===== src/rtl/ssd1306_spi_receiver_if.sv =====
// Bus bundle between the AVR core's 3-wire OLED output and the SSD1306 receiver.
// The master drives the serial pins and observes the framebuffer/status side.
// The slave is the receiver.
// The frame_done signal exists only when SSD1306_FRAME_DONE_EN is defined.
`timescale 1ns/1ps

interface ssd1306_spi_receiver_if;
  logic       spi_scl;
  logic       spi_mosi;
  logic       dc;
  logic       fb_wr_en;
  logic [9:0] fb_addr;
  logic [7:0] fb_data;
  logic       display_on;
  logic       invert;
  logic [7:0] contrast;
`ifdef SSD1306_FRAME_DONE_EN
  logic       frame_done;
`endif

  modport master (
    output spi_scl, spi_mosi, dc,
    input  fb_wr_en, fb_addr, fb_data, display_on, invert, contrast
`ifdef SSD1306_FRAME_DONE_EN
    , input frame_done
`endif
  );

  modport slave (
    input  spi_scl, spi_mosi, dc,
    output fb_wr_en, fb_addr, fb_data, display_on, invert, contrast
`ifdef SSD1306_FRAME_DONE_EN
    , output frame_done
`endif
  );
endinterface


===== src/rtl/ssd1306_spi_receiver.sv =====
// SSD1306-compatible OLED slave.
// It samples the asynchronous 3-wire SPI stream and assembles MSB-first bytes.
// Command bytes (dc=0) drive a small decoder FSM. Data bytes (dc=1) become
// framebuffer writes through an auto-advancing {page,col} pointer.
// There is no chip select, so byte framing starts at reset.
// Optional feature macro: SSD1306_FRAME_DONE_EN adds the frame_done output.
`timescale 1ns/1ps

module ssd1306_spi_receiver #(
  parameter int unsigned SYNC_STAGES    = 2,
  parameter logic [7:0]  RESET_CONTRAST = 8'h7F
) (
  input logic                   clk,
  input logic                   rst,
  ssd1306_spi_receiver_if.slave bus
);

  localparam logic [1:0] ST_IDLE    = 2'd0;
  localparam logic [1:0] ST_ARG1    = 2'd1;
  localparam logic [1:0] ST_ARG2    = 2'd2;

  localparam logic [1:0] MODE_HORIZ = 2'd0;
  localparam logic [1:0] MODE_VERT  = 2'd1;
  localparam logic [1:0] MODE_PAGE  = 2'd2;

  // ---------------------------------------------------------------------------
  // Input synchronizers and scl edge detect
  // ---------------------------------------------------------------------------
  logic [SYNC_STAGES-1:0] scl_sync_q;
  logic [SYNC_STAGES-1:0] mosi_sync_q;
  logic [SYNC_STAGES-1:0] dc_sync_q;
  logic                   scl_prev_q;
  logic                   scl_s;
  logic                   mosi_s;
  logic                   dc_s;
  logic                   scl_rise;

  assign scl_s    = scl_sync_q[SYNC_STAGES-1];
  assign mosi_s   = mosi_sync_q[SYNC_STAGES-1];
  assign dc_s     = dc_sync_q[SYNC_STAGES-1];
  assign scl_rise = scl_s & ~scl_prev_q;

  // All three pins go through equal-length chains so mosi/dc stay aligned with scl.
  always_ff @(posedge clk) begin
    // NOTE: sequential state is always assigned with <=, so every flop samples
    // pre-edge values regardless of statement order.
    if (rst) begin
      scl_sync_q  <= '0;
      mosi_sync_q <= '0;
      dc_sync_q   <= '0;
      scl_prev_q  <= 1'b0;
    end else begin
      scl_sync_q  <= {scl_sync_q[SYNC_STAGES-2:0], bus.spi_scl};
      mosi_sync_q <= {mosi_sync_q[SYNC_STAGES-2:0], bus.spi_mosi};
      dc_sync_q   <= {dc_sync_q[SYNC_STAGES-2:0], bus.dc};
      scl_prev_q  <= scl_s;
    end
  end

  // ---------------------------------------------------------------------------
  // Byte assembly: the first rise after reset is bit 7
  // ---------------------------------------------------------------------------
  logic [6:0] shift_q;
  logic [2:0] bit_cnt_q;
  logic       byte_done_q;
  logic [7:0] byte_q;
  logic       byte_dc_q;

  // Shift on each scl rise; the eighth rise publishes the byte with its dc.
  always_ff @(posedge clk) begin
    if (rst) begin
      shift_q     <= '0;
      bit_cnt_q   <= '0;
      byte_done_q <= 1'b0;
      byte_q      <= '0;
      byte_dc_q   <= 1'b0;
    end else begin
      byte_done_q <= 1'b0;
      if (scl_rise) begin
        shift_q   <= {shift_q[5:0], mosi_s};
        bit_cnt_q <= bit_cnt_q + 3'd1;
        if (bit_cnt_q == 3'd7) begin
          byte_done_q <= 1'b1;
          byte_q      <= {shift_q, mosi_s};
          byte_dc_q   <= dc_s;
        end
      end
    end
  end

  // ---------------------------------------------------------------------------
  // Command decoder, status registers and write pointer
  // ---------------------------------------------------------------------------
  logic [1:0] state_q,      state_d;
  logic [7:0] cmd_q,        cmd_d;
  logic [7:0] contrast_q,   contrast_d;
  logic       display_on_q, display_on_d;
  logic       invert_q,     invert_d;
  logic [1:0] mode_q,       mode_d;
  logic [6:0] col_q,        col_d;
  logic [6:0] col_start_q,  col_start_d;
  logic [6:0] col_end_q,    col_end_d;
  logic [2:0] page_q,       page_d;
  logic [2:0] page_start_q, page_start_d;
  logic [2:0] page_end_q,   page_end_d;
  logic       fb_wr_en_q,   fb_wr_en_d;
  logic [9:0] fb_addr_q,    fb_addr_d;
  logic [7:0] fb_data_q,    fb_data_d;
`ifdef SSD1306_FRAME_DONE_EN
  logic       frame_done_q, frame_done_d;
`endif

  logic       col_wrap;
  logic       page_wrap;
  logic [6:0] col_next;
  logic [2:0] page_next;

  // Single-step advance of each pointer axis inside its window.
  // The step wraps modulo the axis size until it reaches the end value.
  assign col_wrap  = (col_q == col_end_q);
  assign page_wrap = (page_q == page_end_q);
  assign col_next  = col_wrap  ? col_start_q  : col_q + 7'd1;
  assign page_next = page_wrap ? page_start_q : page_q + 3'd1;

  function automatic logic is_one_arg(input logic [7:0] c);
    case (c)
      8'h81, 8'h20, 8'hA8, 8'hD3, 8'hD5,
      8'hD9, 8'hDA, 8'hDB, 8'h8D: return 1'b1;
      default:                     return 1'b0;
    endcase
  endfunction

  // Next-state decode of one completed byte.
  always_comb begin
    // NOTE: every signal written here gets its hold value first.
    // A path that skips an assignment then cannot infer a latch.
    state_d      = state_q;
    cmd_d        = cmd_q;
    contrast_d   = contrast_q;
    display_on_d = display_on_q;
    invert_d     = invert_q;
    mode_d       = mode_q;
    col_d        = col_q;
    col_start_d  = col_start_q;
    col_end_d    = col_end_q;
    page_d       = page_q;
    page_start_d = page_start_q;
    page_end_d   = page_end_q;
    fb_wr_en_d   = 1'b0;
    fb_addr_d    = fb_addr_q;
    fb_data_d    = fb_data_q;
`ifdef SSD1306_FRAME_DONE_EN
    frame_done_d = 1'b0;
`endif

    if (byte_done_q) begin
      if (byte_dc_q) begin
        // Data always wins: any pending command arguments are dropped.
        state_d    = ST_IDLE;
        fb_wr_en_d = 1'b1;
        fb_addr_d  = {page_q, col_q};
        fb_data_d  = byte_q;
        case (mode_q)
          MODE_VERT: begin
            page_d = page_next;
            if (page_wrap) col_d = col_next;
          end
          MODE_PAGE: begin
            col_d = col_next;
          end
          default: begin
            col_d = col_next;
            if (col_wrap) page_d = page_next;
          end
        endcase
`ifdef SSD1306_FRAME_DONE_EN
        frame_done_d = (mode_q != MODE_PAGE) && col_wrap && page_wrap;
`endif
      end else begin
        case (state_q)
          ST_ARG1: begin
            state_d = ST_IDLE;
            case (cmd_q)
              8'h81: contrast_d = byte_q;
              8'h20: if (byte_q[1:0] != 2'd3) mode_d = byte_q[1:0];
              8'h21: begin
                col_start_d = byte_q[6:0];
                col_d       = byte_q[6:0];
                state_d     = ST_ARG2;
              end
              8'h22: begin
                page_start_d = byte_q[2:0];
                page_d       = byte_q[2:0];
                state_d      = ST_ARG2;
              end
              default: ;
            endcase
          end
          ST_ARG2: begin
            state_d = ST_IDLE;
            if (cmd_q == 8'h21) col_end_d  = byte_q[6:0];
            if (cmd_q == 8'h22) page_end_d = byte_q[2:0];
          end
          default: begin
            case (byte_q)
              8'hAE: display_on_d = 1'b0;
              8'hAF: display_on_d = 1'b1;
              8'hA6: invert_d     = 1'b0;
              8'hA7: invert_d     = 1'b1;
              8'h21, 8'h22: begin
                cmd_d   = byte_q;
                state_d = ST_ARG1;
              end
              default: begin
                if (is_one_arg(byte_q)) begin
                  cmd_d   = byte_q;
                  state_d = ST_ARG1;
                end
              end
            endcase
          end
        endcase
      end
    end
  end

  // Register the decoder outputs with synchronous reset.
  always_ff @(posedge clk) begin
    if (rst) begin
      state_q      <= ST_IDLE;
      cmd_q        <= '0;
      contrast_q   <= RESET_CONTRAST;
      display_on_q <= 1'b0;
      invert_q     <= 1'b0;
      mode_q       <= MODE_HORIZ;
      col_q        <= '0;
      col_start_q  <= '0;
      col_end_q    <= 7'd127;
      page_q       <= '0;
      page_start_q <= '0;
      page_end_q   <= 3'd7;
      fb_wr_en_q   <= 1'b0;
      fb_addr_q    <= '0;
      fb_data_q    <= '0;
`ifdef SSD1306_FRAME_DONE_EN
      frame_done_q <= 1'b0;
`endif
    end else begin
      state_q      <= state_d;
      cmd_q        <= cmd_d;
      contrast_q   <= contrast_d;
      display_on_q <= display_on_d;
      invert_q     <= invert_d;
      mode_q       <= mode_d;
      col_q        <= col_d;
      col_start_q  <= col_start_d;
      col_end_q    <= col_end_d;
      page_q       <= page_d;
      page_start_q <= page_start_d;
      page_end_q   <= page_end_d;
      fb_wr_en_q   <= fb_wr_en_d;
      fb_addr_q    <= fb_addr_d;
      fb_data_q    <= fb_data_d;
`ifdef SSD1306_FRAME_DONE_EN
      frame_done_q <= frame_done_d;
`endif
    end
  end

  assign bus.fb_wr_en   = fb_wr_en_q;
  assign bus.fb_addr    = fb_addr_q;
  assign bus.fb_data    = fb_data_q;
  assign bus.display_on = display_on_q;
  assign bus.invert     = invert_q;
  assign bus.contrast   = contrast_q;
`ifdef SSD1306_FRAME_DONE_EN
  assign bus.frame_done = frame_done_q;
`endif

endmodule

===== src/flat_wrapper.sv =====
// flat-port wrapper written by rule: the top's interface ports become plain ports
module ssd1306_spi_receiver_flat 
#(
  parameter int unsigned SYNC_STAGES    = 2,
  parameter logic [7:0]  RESET_CONTRAST = 8'h7F
)
  (clk, rst, bus_spi_scl, bus_spi_mosi, bus_dc, bus_fb_wr_en, bus_fb_addr, bus_fb_data, bus_display_on, bus_invert, bus_contrast);
  ssd1306_spi_receiver_if bus_i ();
  input logic clk;
  input logic rst;
  input wire logic [$bits(bus_i.spi_scl)-1:0] bus_spi_scl;
  input wire logic [$bits(bus_i.spi_mosi)-1:0] bus_spi_mosi;
  input wire logic [$bits(bus_i.dc)-1:0] bus_dc;
  output wire logic [$bits(bus_i.fb_wr_en)-1:0] bus_fb_wr_en;
  output wire logic [$bits(bus_i.fb_addr)-1:0] bus_fb_addr;
  output wire logic [$bits(bus_i.fb_data)-1:0] bus_fb_data;
  output wire logic [$bits(bus_i.display_on)-1:0] bus_display_on;
  output wire logic [$bits(bus_i.invert)-1:0] bus_invert;
  output wire logic [$bits(bus_i.contrast)-1:0] bus_contrast;
  assign bus_i.spi_scl = bus_spi_scl;
  assign bus_i.spi_mosi = bus_spi_mosi;
  assign bus_i.dc = bus_dc;
  assign bus_fb_wr_en = bus_i.fb_wr_en;
  assign bus_fb_addr = bus_i.fb_addr;
  assign bus_fb_data = bus_i.fb_data;
  assign bus_display_on = bus_i.display_on;
  assign bus_invert = bus_i.invert;
  assign bus_contrast = bus_i.contrast;
  ssd1306_spi_receiver #(.SYNC_STAGES(SYNC_STAGES), .RESET_CONTRAST(RESET_CONTRAST)) u_core (.clk(clk), .rst(rst), .bus(bus_i));
endmodule

===== config.mk =====
export PLATFORM = sky130hd
export DESIGN_NAME = ssd1306_spi_receiver_flat
export DESIGN_NICKNAME = d
export VERILOG_FILES = /design/src/rtl/ssd1306_spi_receiver_if.sv /design/src/rtl/ssd1306_spi_receiver.sv /design/src/flat_wrapper.sv
export SDC_FILE = /design/constraint.sdc
export NUM_CORES = 1
export LEC_CHECK = 0
export ABC_AREA = 1
export CORE_MARGIN = 3
export CORE_UTILIZATION = 43
export CTS_CLUSTER_DIAMETER = 200
export DETAILED_ROUTE_END_ITERATION = 16
export GPL_ROUTABILITY_DRIVEN = 0
export GPL_TIMING_DRIVEN = 0
export PLACE_DENSITY = 0.68
export SLEW_MARGIN = 15
export SYNTH_ARGS = -nofsm -noshare
export SYNTH_HDL_FRONTEND = slang
export SYNTH_SLANG_ARGS = --single-unit
export TNS_END_PERCENT = 100

===== constraint.sdc =====
create_clock -name clk -period 2.8 [get_ports clk]
set_input_delay 0.28 -clock clk [delete_from_list [all_inputs] [get_ports clk]]
set_output_delay 0.28 -clock clk [all_outputs]
set_load 0.01 [all_outputs]

Yosys cells after proc, flatten, opt, wreduce, memory -nomap -nowiden
Index checks and enable logic that the tools add are counted.
{"block": "classes", "add_sub_neg": 3, "n_eq_ne": 31, "mux": 28, "bitwise_logic": 7, "n_reduce_logical": 29}
{"operator": "$eq 8x8->1 const B", "n": 13}
{"operator": "$eq 8x6->1 const B", "n": 6}
{"operator": "$mux 7", "n": 6}
{"operator": "$reduce_and 4->1", "n": 8}
{"operator": "$pmux 8 s2", "n": 1}
{"operator": "$mux 3", "n": 5}
{"operator": "$reduce_and 5->1", "n": 3}
{"operator": "$reduce_bool 2->1", "n": 6}
{"operator": "$reduce_or 2->1", "n": 5}
{"operator": "$reduce_or 9->1", "n": 1}
{"operator": "$mux 8", "n": 1}
{"operator": "$pmux 2 s2", "n": 2}
{"operator": "$add 7x1->7 const B", "n": 1}
{"operator": "$eq 7x7->1", "n": 1}
{"operator": "$mux 1", "n": 7}
{"operator": "$add 3x1->3 const B", "n": 2}
{"operator": "$mux 2", "n": 3}
{"operator": "$ne 3x3->1 const B", "n": 2}
{"operator": "$not 1->1", "n": 6}
{"operator": "$pmux 3 s2", "n": 1}
{"operator": "$reduce_or 6->1", "n": 1}
{"operator": "$reduce_bool 5->1", "n": 1}
{"operator": "$eq 2x1->1 const B", "n": 2}
{"operator": "$eq 2x2->1 const B", "n": 2}
{"operator": "other kinds (9)", "n": 12}
{"block": "totals", "register_bits": 98}

Logic depth before layout (Yosys ltp)
Gate-level depths: netlist of run 1.
{"block": "logic_depth", "ltp_word": 11, "mapped_depth": 11}

Worst setup path before layout of run 1
OpenSTA, ideal clock, no wires.
{"block": "synth_path", "path_kind": "reg-to-reg", "from": "register u_core.state_q[0]", "to": "register u_core.cmd_q[5]", "arrival_time_ps": 1337, "required_time_ps": 2685, "slack_ps": 1347, "stages_incl_launch_ff": 9, "path_buffers": 1, "synth_period_minus_slack_ps": 1453, "cell_sequence": "dfxtp_1 inv_1 ha_1 nand3_1 inv_2 clkbuf_1 nand3_2 nand2_1 nor2_1"}
{"block": "synth_between", "elab_chain_len": 4, "word_cells_on_any_way": 5, "cone_classes": "2 x eq/ne; 1 x bitwise; 2 x reduce/logical"}
{"element": "from (decl)", "line_no": "ssd1306_spi_receiver.sv:94", "source": "logic [1:0] state_q, state_d;"}
{"element": "from (signal assigned)", "line_no": "ssd1306_spi_receiver.sv:249", "source": "state_q <= state_d;"}
{"element": "$eq 2x1->1 / $eq 2x2->1 (equally long branches)", "line_no": "ssd1306_spi_receiver.sv:180", "source": "case (state_q)"}
{"element": "$reduce_or 2->1 (no source line) *"}
{"element": "$not 1->1 (no source line) *"}
{"element": "$reduce_and 5->1 (no source line) *"}
{"element": "to (signal assigned)", "line_no": "ssd1306_spi_receiver.sv:250", "source": "cmd_q <= cmd_d;"}
{"element": "to (decl)", "line_no": "ssd1306_spi_receiver.sv:95", "source": "logic [7:0] cmd_q, cmd_d;"}
Mark *: on every way between the ends. The rest lies on a longest branch, timed or not.
A chain may end at the register's enable or synchronous reset.

Worst setup path after layout of run 1
{"block": "layout_path", "from": "register u_core.state_q[0]", "to": "register u_core.cmd_q[7]"}
Same word-level chain as after synthesis.

==> impl_metrics.yaml, run 1 <==
outcome:
  status: "finished, final reports clean"
route:
  antenna_left: 0
  drcViolationCount: 0
  vias: 3823
  first_pass_iters: 5
  post_drt_via_cell_ratio: 5.06
  drt-total-wl_um: 10800
  avgRoutedWirePerCell_um: 14.2
  drt_iter0_drc: 181
floorplan:
  ios: 34
  start_util: 0.453
  dieWidth_um: 106
  die_h_um: 106
  die_area_um2: 11200
  core.rowCount: 35
  core_region_area_um2: 9500
global_routing:
  grt_pass1_wl_um: 18000
  grt_usage: 0.201
  overflow: 0
  antenna_found_initial: 0
  grt_max_degree: 16
  grt_pass1_vias: 3649
clocking:
  cts_resized: 0
  clock-root-buffer: "clkbuf_8"
  htree_levels: 3
  cts_setup_buffers: 0
  clock-sinks: 98
  tritoncts: "yes"
  clkLatencyLatePin_ps: 360
  cts_hold_buf: 0
  cts_made_buffers: 9
  path_clk_slew_ps: 90
  cts.path.max_buffers: 2
final_layout:
  final_layout_size_suffix_gt1_frac: 0.0845
  area_delta_synth_final_pct: 15.9
  antenna_cells: 0
  final_cells: 756
  finalNetCount: 634
sta:
  fmax_mhz: 577
  finalHoldViolations: 0
  period_minus_slack_ps: 1730
  tightestPinTransition_ps: 532
  fin_tns_setup_ps: 0
  grt_setup_unrepaired: "false"
  fin_crit_sh: 0.619
  setup_viol: 0
  fin_skew_ps: 7.76
  max_slew_margin: 0.646
  maxSlewViolCount: 0
synth:
  async_flop_share: 0
  syn_avg_cell_area_um2: 7.44
  synth_most_common_cell: "nand2_1"
  synth_edf_count: 0
  syn_inst: 579
  ys_warn_count: 0
  yosys-top-cells-area: "dfxtp_1 (46%), nand2_1 (9.8%), nor2_1 (7.9%)"
  synth_top_cell_area_share: 0.456
  synth_seq_area_share: 0.456
  ys_ff_latch: 98
  synth.largest_area_cell: "dfxtp_1"
  synthTopCellsByCount: "nand2_1 (112), dfxtp_1 (98), nor2_1 (91)"
  syn_area_um2: 4310
  synth.net_count: 590
  synth_ff_type: "dfxtp_1"
  synth_cell_types: 34
run:
  maxCapViolCount: 0
setup_path:
  crit_type: "reg2reg"
  arrival_ps: 1990
  critPathLaunch: "u_core.state_q[0]"
  worstSetupStartpointType: "flip-flop"
  reg2reg_to: "u_core.cmd_q[7]"
  cp.buffers_inverters: 3
  crit_fanout: 10
  path_cells: "inv_1, ha_1, nand3_1, inv_2, clkbuf_1, nand3_2, nand2_1, nor2_1"
  required_ps: 3050
  slowest_stage: "clkbuf_1"
  critPathCaptureType: "flip-flop"
  critical_path.endpoint: "u_core.cmd_q[7]"
  cp_slowest_stage_delay_ps: 380
  rr_startpoint: "u_core.state_q[0]"
  reg2reg_depth: 8
  cp_num_cells: 8
  rrSetupSlack_ps: 1070
  critical-path-top-delay-family: "buffers and inverters"
pwr:
  comb_power_share: 0.025
  powerDensity_nw_per_um2: 477
  clock_power_share: 0.383
  p_int_mw: 1.86
  peakVddDrop_mv: 0.284
  p_switching_mw: 0.523
  power.share.sequential: 0.592
  p_sw_frac: 0.220
  leakage_nw: 2.22
hold_path:
  min_path_type: "reg2reg"
placed_design:
  dp_cells: 741
  io_buffers: 33
  dp_hpwl_um: 7710
==> stage by stage <==
stage               total power [mW]  hold slack, ps  setup slack [ps]  utilization  area, µm²
floorplan                       1.48             358              1350            -       4310
global placement                1.50             390               940        0.505       4800
detailed placement              1.50             397               911        0.505       4800
CTS                             2.40             411              1070        0.525       4990
global route                    2.46             420               868        0.525       4990
finish                          2.38             406              1070        0.525       4990
==> power groups by stage <==
stage	logic, mW	registers (mW)	clock network (mW)
after floorplan	0.0377	1.44	0
after global placement	0.0574	1.44	0
after detailed placement	0.0587	1.44	0
after CTS	0.0589	1.41	0.935
after global routing	0.0673	1.41	0.983
final	0.0585	1.41	0.913
==> kinds of logic (layout without fill, tap and decap cells) <==
family          count (synthesis)  in the layout  synth area share
compound gates                123            123             0.157
xor+xnor                       14             14            0.0285
fa+ha+maj                       6              6            0.0174
buf+inv                        81            129            0.0825
flops                          98             98             0.456
simple gates                  257            257             0.259
==> metal layers <==
metal / up-vias / track usage / wire length [µm]
met2: 119 / 0.318 / 4780
li1: 1958 / - / -
met5: - / 0 / 0
met4: 0 / 0.0722 / 194
met1: 1729 / 0.277 / 5170
met3: 17 / 0.0316 / 609
==> state kept, by name, summed over array words and instances, names as in the netlist, 2 cells and up <==
name                 count
u_core.bit_cnt_q         3
u_core.bus.contrast      8
u_core.bus.fb_addr      10
u_core.bus.fb_data       8
u_core.byte_q            8
u_core.cmd_q             8
u_core.col_end_q         7
u_core.col_q             7
u_core.col_start_q       7
u_core.dc_sync_q         2
u_core.mode_q            2
u_core.mosi_sync_q       2
u_core.page_end_q        3
u_core.page_q            3
u_core.page_start_q      3
u_core.scl_sync_q        2
u_core.shift_q           7
u_core.state_q           2
==> how the worst min path moves through the flow <==
stage	start	end	slack, ps	depth (start not counted)
finish	u_core.mosi_sync_q[0]	u_core.mosi_sync_q[1]	410	2
floorplan	rst	u_core.bus.display_on	360	1
global placement	u_core.scl_sync_q[0]	u_core.scl_sync_q[1]	390	2
global route	bus_dc	u_core.dc_sync_q[0]	420	3
detailed placement	u_core.mosi_sync_q[0]	u_core.mosi_sync_q[1]	400	2
CTS	u_core.mosi_sync_q[0]	u_core.mosi_sync_q[1]	410	2
==> tightest hold or removal path, cell delays in order, from the launching register on <==
cell	delay, ps
dfxtp_1	300
inv_1	40
nor2_1	30
==> layout by cell type, fill, tap and decap left out, types with 3 or more instances in the layout <==
cell,count
ha_1,6
clkdlybuf4s50_1,33
inv_1,44
clkbuf_1,16
buf_4,6
nand2_2,3
xor2_1,5
buf_2,4
nor2_2,3
nand3_2,4
nand4_1,3
a21oi_1,55
dfxtp_1,98
or2_2,3
o21bai_1,3
o21ai_0,44
xnor2_1,9
clkbuf_8,10
inv_2,7
nor3_1,5
nand3_1,25
o211ai_1,17
buf_6,3
nand2_1,112
nor2_1,91
==> cell type report <==
class,count,area (µm²)
Sequential cell,98,1960
Inverter,53,200
Clock buffer,11,141
Multi-Input combinational cell,400,1990
Clock inverter,4,51.3
Fill cell,940,4510
Buffer,28,155
Tap cell,129,161
Timing Repair Buffer,33,330
Power figures use the tool's default switching activity.
==> run 2, diff against run 1 <==
--- a/config.mk
+++ b/config.mk
@@ -12,7 +12,7 @@
 export DETAILED_ROUTE_END_ITERATION = 16
 export GPL_ROUTABILITY_DRIVEN = 0
 export GPL_TIMING_DRIVEN = 0
-export PLACE_DENSITY = 0.68
+export PLACE_DENSITY = 0.7
 export SLEW_MARGIN = 15
 export SYNTH_ARGS = -nofsm -noshare
 export SYNTH_HDL_FRONTEND = slang
==> constraint.sdc (replaced) <==
create_clock -name clk -period 1.4 [get_ports clk]
set_input_delay 0.14 -clock clk [delete_from_list [all_inputs] [get_ports clk]]
set_output_delay 0.14 -clock clk [all_outputs]
set_load 0.01 [all_outputs]
==> run 2 against run 1 <==
Compared with the run above: the flow now finishes with violations (setup timing); non-clock buffer count is 48 higher; largest power group unchanged; combinational power rose by 120%; global-route usage rose by 1.2 points; sequential power is 99% higher; final area rose by 21%.
==> impl_metrics.yaml, run 2 (synthesis results as in run 1) <==
floorplan:
  die_h_um: 106
  die_area_um2: 11200
  start_util: 0.453
  core_region_area_um2: 9500
  ios: 34
  core.rowCount: 35
  dieWidth_um: 106
final_layout:
  antenna_cells: 0
  regArea_um2: 2030
  final_core_util: 0.637
  multiInputGateArea_um2: 2420
  finalNetCount: 682
  layout_commonest_cell: "nand2_1"
  final.fill_count: 775
  final_layout_size_suffix_gt1_frac: 0.354
  largest_register_ffs: 10
  layout_common_cells: "nand2_1 (85), nor2_1 (71), dfxtp_1 (71)"
  area_delta_synth_final_pct: 40.7
sta:
  fmax_mhz: 664
  maxSlewViolCount: 0
  setup_ws_ps: -106
  period_minus_slack_ps: 1510
  setup_viol: 41
  fin_skew_ps: 13.7
  fin_crit_sh: 1.08
  grt_setup_unrepaired: "true"
  tightestPinTransition_ps: 557
  max_slew_margin: 0.628
  finalHoldViolations: 0
placed_design:
  dp_slack_ps: -319
  io_buffers: 33
  dp_hpwl_um: 7680
global_routing:
  overflow: 0
  grt_max_degree: 17
  antenna_found_initial: 0
  grt_pass1_vias: 3789
  grt_pass1_wl_um: 19000
  grt_usage: 0.213
clocking:
  cts.path.max_buffers: 2
  tritoncts: "yes"
  path_clk_slew_ps: 100
  clock-sinks: 98
  clock-root-buffer: "clkbuf_8"
  cts_made_buffers: 9
  clkLatencyLatePin_ps: 380
  htree_levels: 3
route:
  first_pass_iters: 5
  vias: 4249
  avgRoutedWirePerCell_um: 16.1
  drt_iter0_drc: 246
  antenna_left: 0
  drcViolationCount: 0
  drt-total-wl_um: 13000
  post_drt_via_cell_ratio: 5.28
pwr:
  peakVddDrop_mv: 0.800
  powerDensity_nw_per_um2: 808
  leakage_nw: 2.92
setup_path:
  arrival_ps: 1790
  crit_type: "reg2reg"
  critPathCaptureType: "flip-flop"
  worstSetupStartpointType: "flip-flop"
  crit_fanout: 6
  required_ps: 1680
outcome:
  status: "finished with violations"
  violations: "setup timing"
run:
  maxCapViolCount: 0
hold_path:
  min_path_type: "in2reg"
run 2: cell count changes in the layout (fill, tap and decap cells not counted), sizes merged:
| cell | before | now |
|---|---|---|
| clkdlybuf4s50 | 33 | 5 |
| clkbuf | 26 | 24 |
| dlymetal6s2s | 0 | 18 |
| inv | 52 | 49 |
| clkinv | 3 | 4 |
| buf | 13 | 64 |
| clkinvlp | 1 | 3 |
| dlygate4sd2 | 0 | 10 |
run 2: final timing paths:
check	startpoint	end	slack, ps	cells past startpoint
max	u_core.page_q[1]	u_core.col_q[3]	-110	7
min	bus_spi_scl	u_core.scl_sync_q[0]	270	3
max reg2reg	u_core.page_q[1]	u_core.col_q[3]	-110	7
min reg2reg	u_core.dc_sync_q[0]	u_core.dc_sync_q[1]	410	2
run 2: area by class of cell:
cell class / instances / share of cell area
Timing Repair Buffer: 81 / 0.125
Multi-Input combinational cell: 400 / 0.400
Tap cell: 129 / 0.0267
Sequential cell: 98 / 0.335
Clock inverter: 4 / 0.00971
Inverter: 53 / 0.0417
Buffer: 28 / 0.0368
Clock buffer: 12 / 0.0256
run 2: stage by stage:
stage / cell area, µm² / setup TNS, ps / total power [mW] / hold slack [ps] / instances
2_1_floorplan: 4310 / 0 / 2.96 / 218 / 579
3_3_place_gp: 4800 / -14440 / 3.00 / 389 / 741
3_5_place_dp: 4800 / -15160 / 3.00 / 394 / 741
4_1_cts: 5420 / -1490 / 4.90 / 274 / 786
5_1_grt: 6060 / -5370 / 5.03 / 292 / 805
6_report: 6060 / -2310 / 4.89 / 272 / 805
run 2: repair_timing:
item,4_1_cts,5_1_grt
buffers inserted,26,17
hold endpoints to repair,0,0
pin swaps,15,22
cloned,3,2
gates resized for setup,99,170
endpoints found under the setup margin,96,95
hold buffers,0,0
run 2: worst max-delay path: stages (launching register included):
cell and delay [ps]:
dfxtp_1 350, xnor2_1 200, nand3_2 110, a21oi_1 300, nand2_4 130, buf_6 160, nor2_1 90, a21oi_1 70
run 2: per-layer routing:
layer | vias to the layer above | wire (µm) | global-route usage
li1 | 2068 | - | -
met1 | 1991 | 5680 | 0.283
met2 | 156 | 6270 | 0.350
met3 | 34 | 695 | 0.0328
met4 | 0 | 339 | 0.0777
met5 | - | 0 | 0
run 2: power by group:
part	internal [mW]	leakage (nW)	switching [mW]
logic	0.0439	2.00	0.0851
registers	2.78	0.805	0.0118
clock network	0.944	0.109	1.02
==> run 3, diff against run 2 <==
--- a/config.mk
+++ b/config.mk
@@ -6,7 +6,6 @@
 export NUM_CORES = 1
 export LEC_CHECK = 0
 export ABC_AREA = 1
-export CORE_MARGIN = 3
 export CORE_UTILIZATION = 43
 export CTS_CLUSTER_DIAMETER = 200
 export DETAILED_ROUTE_END_ITERATION = 16
==> run 3 against run 2 <==
Compared with the run above: via count fell by 2.1%; worst setup slack worse by 32 ps; combinational power barely moved; register-to-register slack worse by 30 ps; the flow still finishes with violations (setup timing); wire length fell by 5.9%; non-clock buffer count is 13 lower; critical path type unchanged; utilization down 4.0 points.
==> impl_metrics.yaml, run 3 (synthesis results as in run 1) <==
route:
  avgRoutedWirePerCell_um: 15.4
  first_pass_iters: 5
  antenna_left: 0
  drcViolationCount: 0
  post_drt_via_cell_ratio: 5.23
  vias: 4161
  drt_iter0_drc: 207
  drt-total-wl_um: 12200
final_layout:
  final_core_util: 0.597
  largest_register_ffs: 10
  layout_common_cells: "nand2_1 (84), dfxtp_1 (75), nor2_1 (68)"
  area_delta_synth_final_pct: 35.0
  final_cell_area_um2: 5810
  finalNetCount: 669
  antenna_cells: 0
  final_cells: 795
  final_layout_size_suffix_gt1_frac: 0.322
  layout_commonest_cell: "nand2_1"
  final.fill_count: 856
setup_path:
  required_ps: 1670
  worstSetupStartpointType: "flip-flop"
  slowest_stage: "dfxtp_4"
  critPathCaptureType: "flip-flop"
  crit_type: "reg2reg"
  critical-path-top-delay-family: "simple AND/OR/NAND/NOR gates"
  cp.buffers_inverters: 2
  path_cells: "clkinvlp_4, nor2_4, nand2_1, nor2_2, nor2_2, nand3_4, clkbuf_16, nand3_2, nand2_1, nor2_1"
  cp_slowest_stage_delay_ps: 400
  arrival_ps: 1810
  crit_fanout: 6
floorplan:
  start_util: 0.443
  die_h_um: 102
  die_area_um2: 10400
  core.rowCount: 36
  dieWidth_um: 102
  ios: 34
  core_region_area_um2: 9730
clocking:
  clkLatencyLatePin_ps: 380
  cts.path.max_buffers: 2
  htree_levels: 3
  tritoncts: "yes"
  cts_hold_buf: 0
  clock-sinks: 98
  path_clk_slew_ps: 90
  cts_made_buffers: 9
  clock-root-buffer: "clkbuf_8"
placed_design:
  io_buffers: 33
  placed_area_um2: 4800
  dp_hpwl_um: 7730
  dp_cells: 745
  dp_slack_ps: -337
global_routing:
  grt_pass1_wl_um: 18200
  antenna_found_initial: 0
  grt_max_degree: 16
  overflow: 0
  grt_pass1_vias: 3773
  grt_usage: 0.231
outcome:
  status: "finished with violations"
  violations: "setup timing"
pwr:
  leakage_nw: 2.81
  powerDensity_nw_per_um2: 827
  peakVddDrop_mv: 0.678
  p_int_mw: 3.70
  power.share.sequential: 0.583
  p_sw_frac: 0.229
  p_switching_mw: 1.10
  power_mw: 4.81
  comb_power_share: 0.027
  clock_power_share: 0.390
sta:
  hold_ws_ps: 273
  fin_crit_sh: 1.10
  fin_tns_setup_ps: -1880
  maxSlewViolCount: 0
  period_minus_slack_ps: 1540
  fmax_mhz: 650
  fin_skew_ps: 13.1
  max_slew_margin: 0.661
  setup_ws_ps: -138
  finalHoldViolations: 0
  grt_setup_unrepaired: "true"
  tightestPinTransition_ps: 509
  setup_viol: 44
hold_path:
  min_path_type: "in2reg"
run:
  maxCapViolCount: 0
-- run 3: changes by cell type in the layout (fill, tap and decap cells not counted), sizes merged --
| cell | change |
|---|---|
| buf | -14 |
| clkinv | -2 |
| clkinvlp | +1 |
| dlygate4sd2 | -2 |
| dlymetal6s2s | +2 |
| inv | +1 |
-- run 3: area by class of cell --
cell class	count	area (µm²)	share of cell area
Clock buffer	11	141	0.0243
Timing Repair Buffer	68	674	0.116
Clock inverter	4	51.3	0.00883
Buffer	28	220	0.0379
Multi-Input combinational cell	400	2310	0.397
Inverter	53	239	0.0411
Sequential cell	98	2010	0.346
Tap cell	133	166	0.0286
-- run 3: final timing paths --
check / slack [ps] / end / from / cells past startpoint
min: 270 / u_core.mosi_sync_q[0] / bus_spi_mosi / 3
min reg2reg: 410 / u_core.mosi_sync_q[1] / u_core.mosi_sync_q[0] / 2
max: -140 / u_core.cmd_q[7] / u_core.byte_q[5] / 10
max reg2reg: -140 / u_core.cmd_q[7] / u_core.byte_q[5] / 10
-- run 3: power groups by stage --
stage	Combinational [mW]	Sequential, mW	Clock, mW
after floorplan	0.0754	2.88	0
after global placement	0.114	2.88	0
after detailed placement	0.118	2.89	0
after CTS	0.121	2.82	1.86
after global routing	0.144	2.81	1.98
final	0.129	2.80	1.88
-- run 3: timing repair --
item	CTS	global route
gates resized for setup	101	130
endpoints found under the setup margin	92	96
gates cloned	2	2
pin swaps	18	13
setup buffers	21	10
-- run 3: routing by layer --
metal,global-route usage,up-vias,wire [µm]
met1,0.295,1960,5270
li1,-,2045,-
met2,0.379,129,5970
met3,0.0404,27,659
met4,0.112,0,318
met5,0,-,0
-- run 3: worst reg2reg max path, delay by kind of cell, from the launching register on --
family	cells	cell delay, ps
AND/OR/NAND/NOR	8	740
flip-flops	1	400
buffers and inverters	2	300
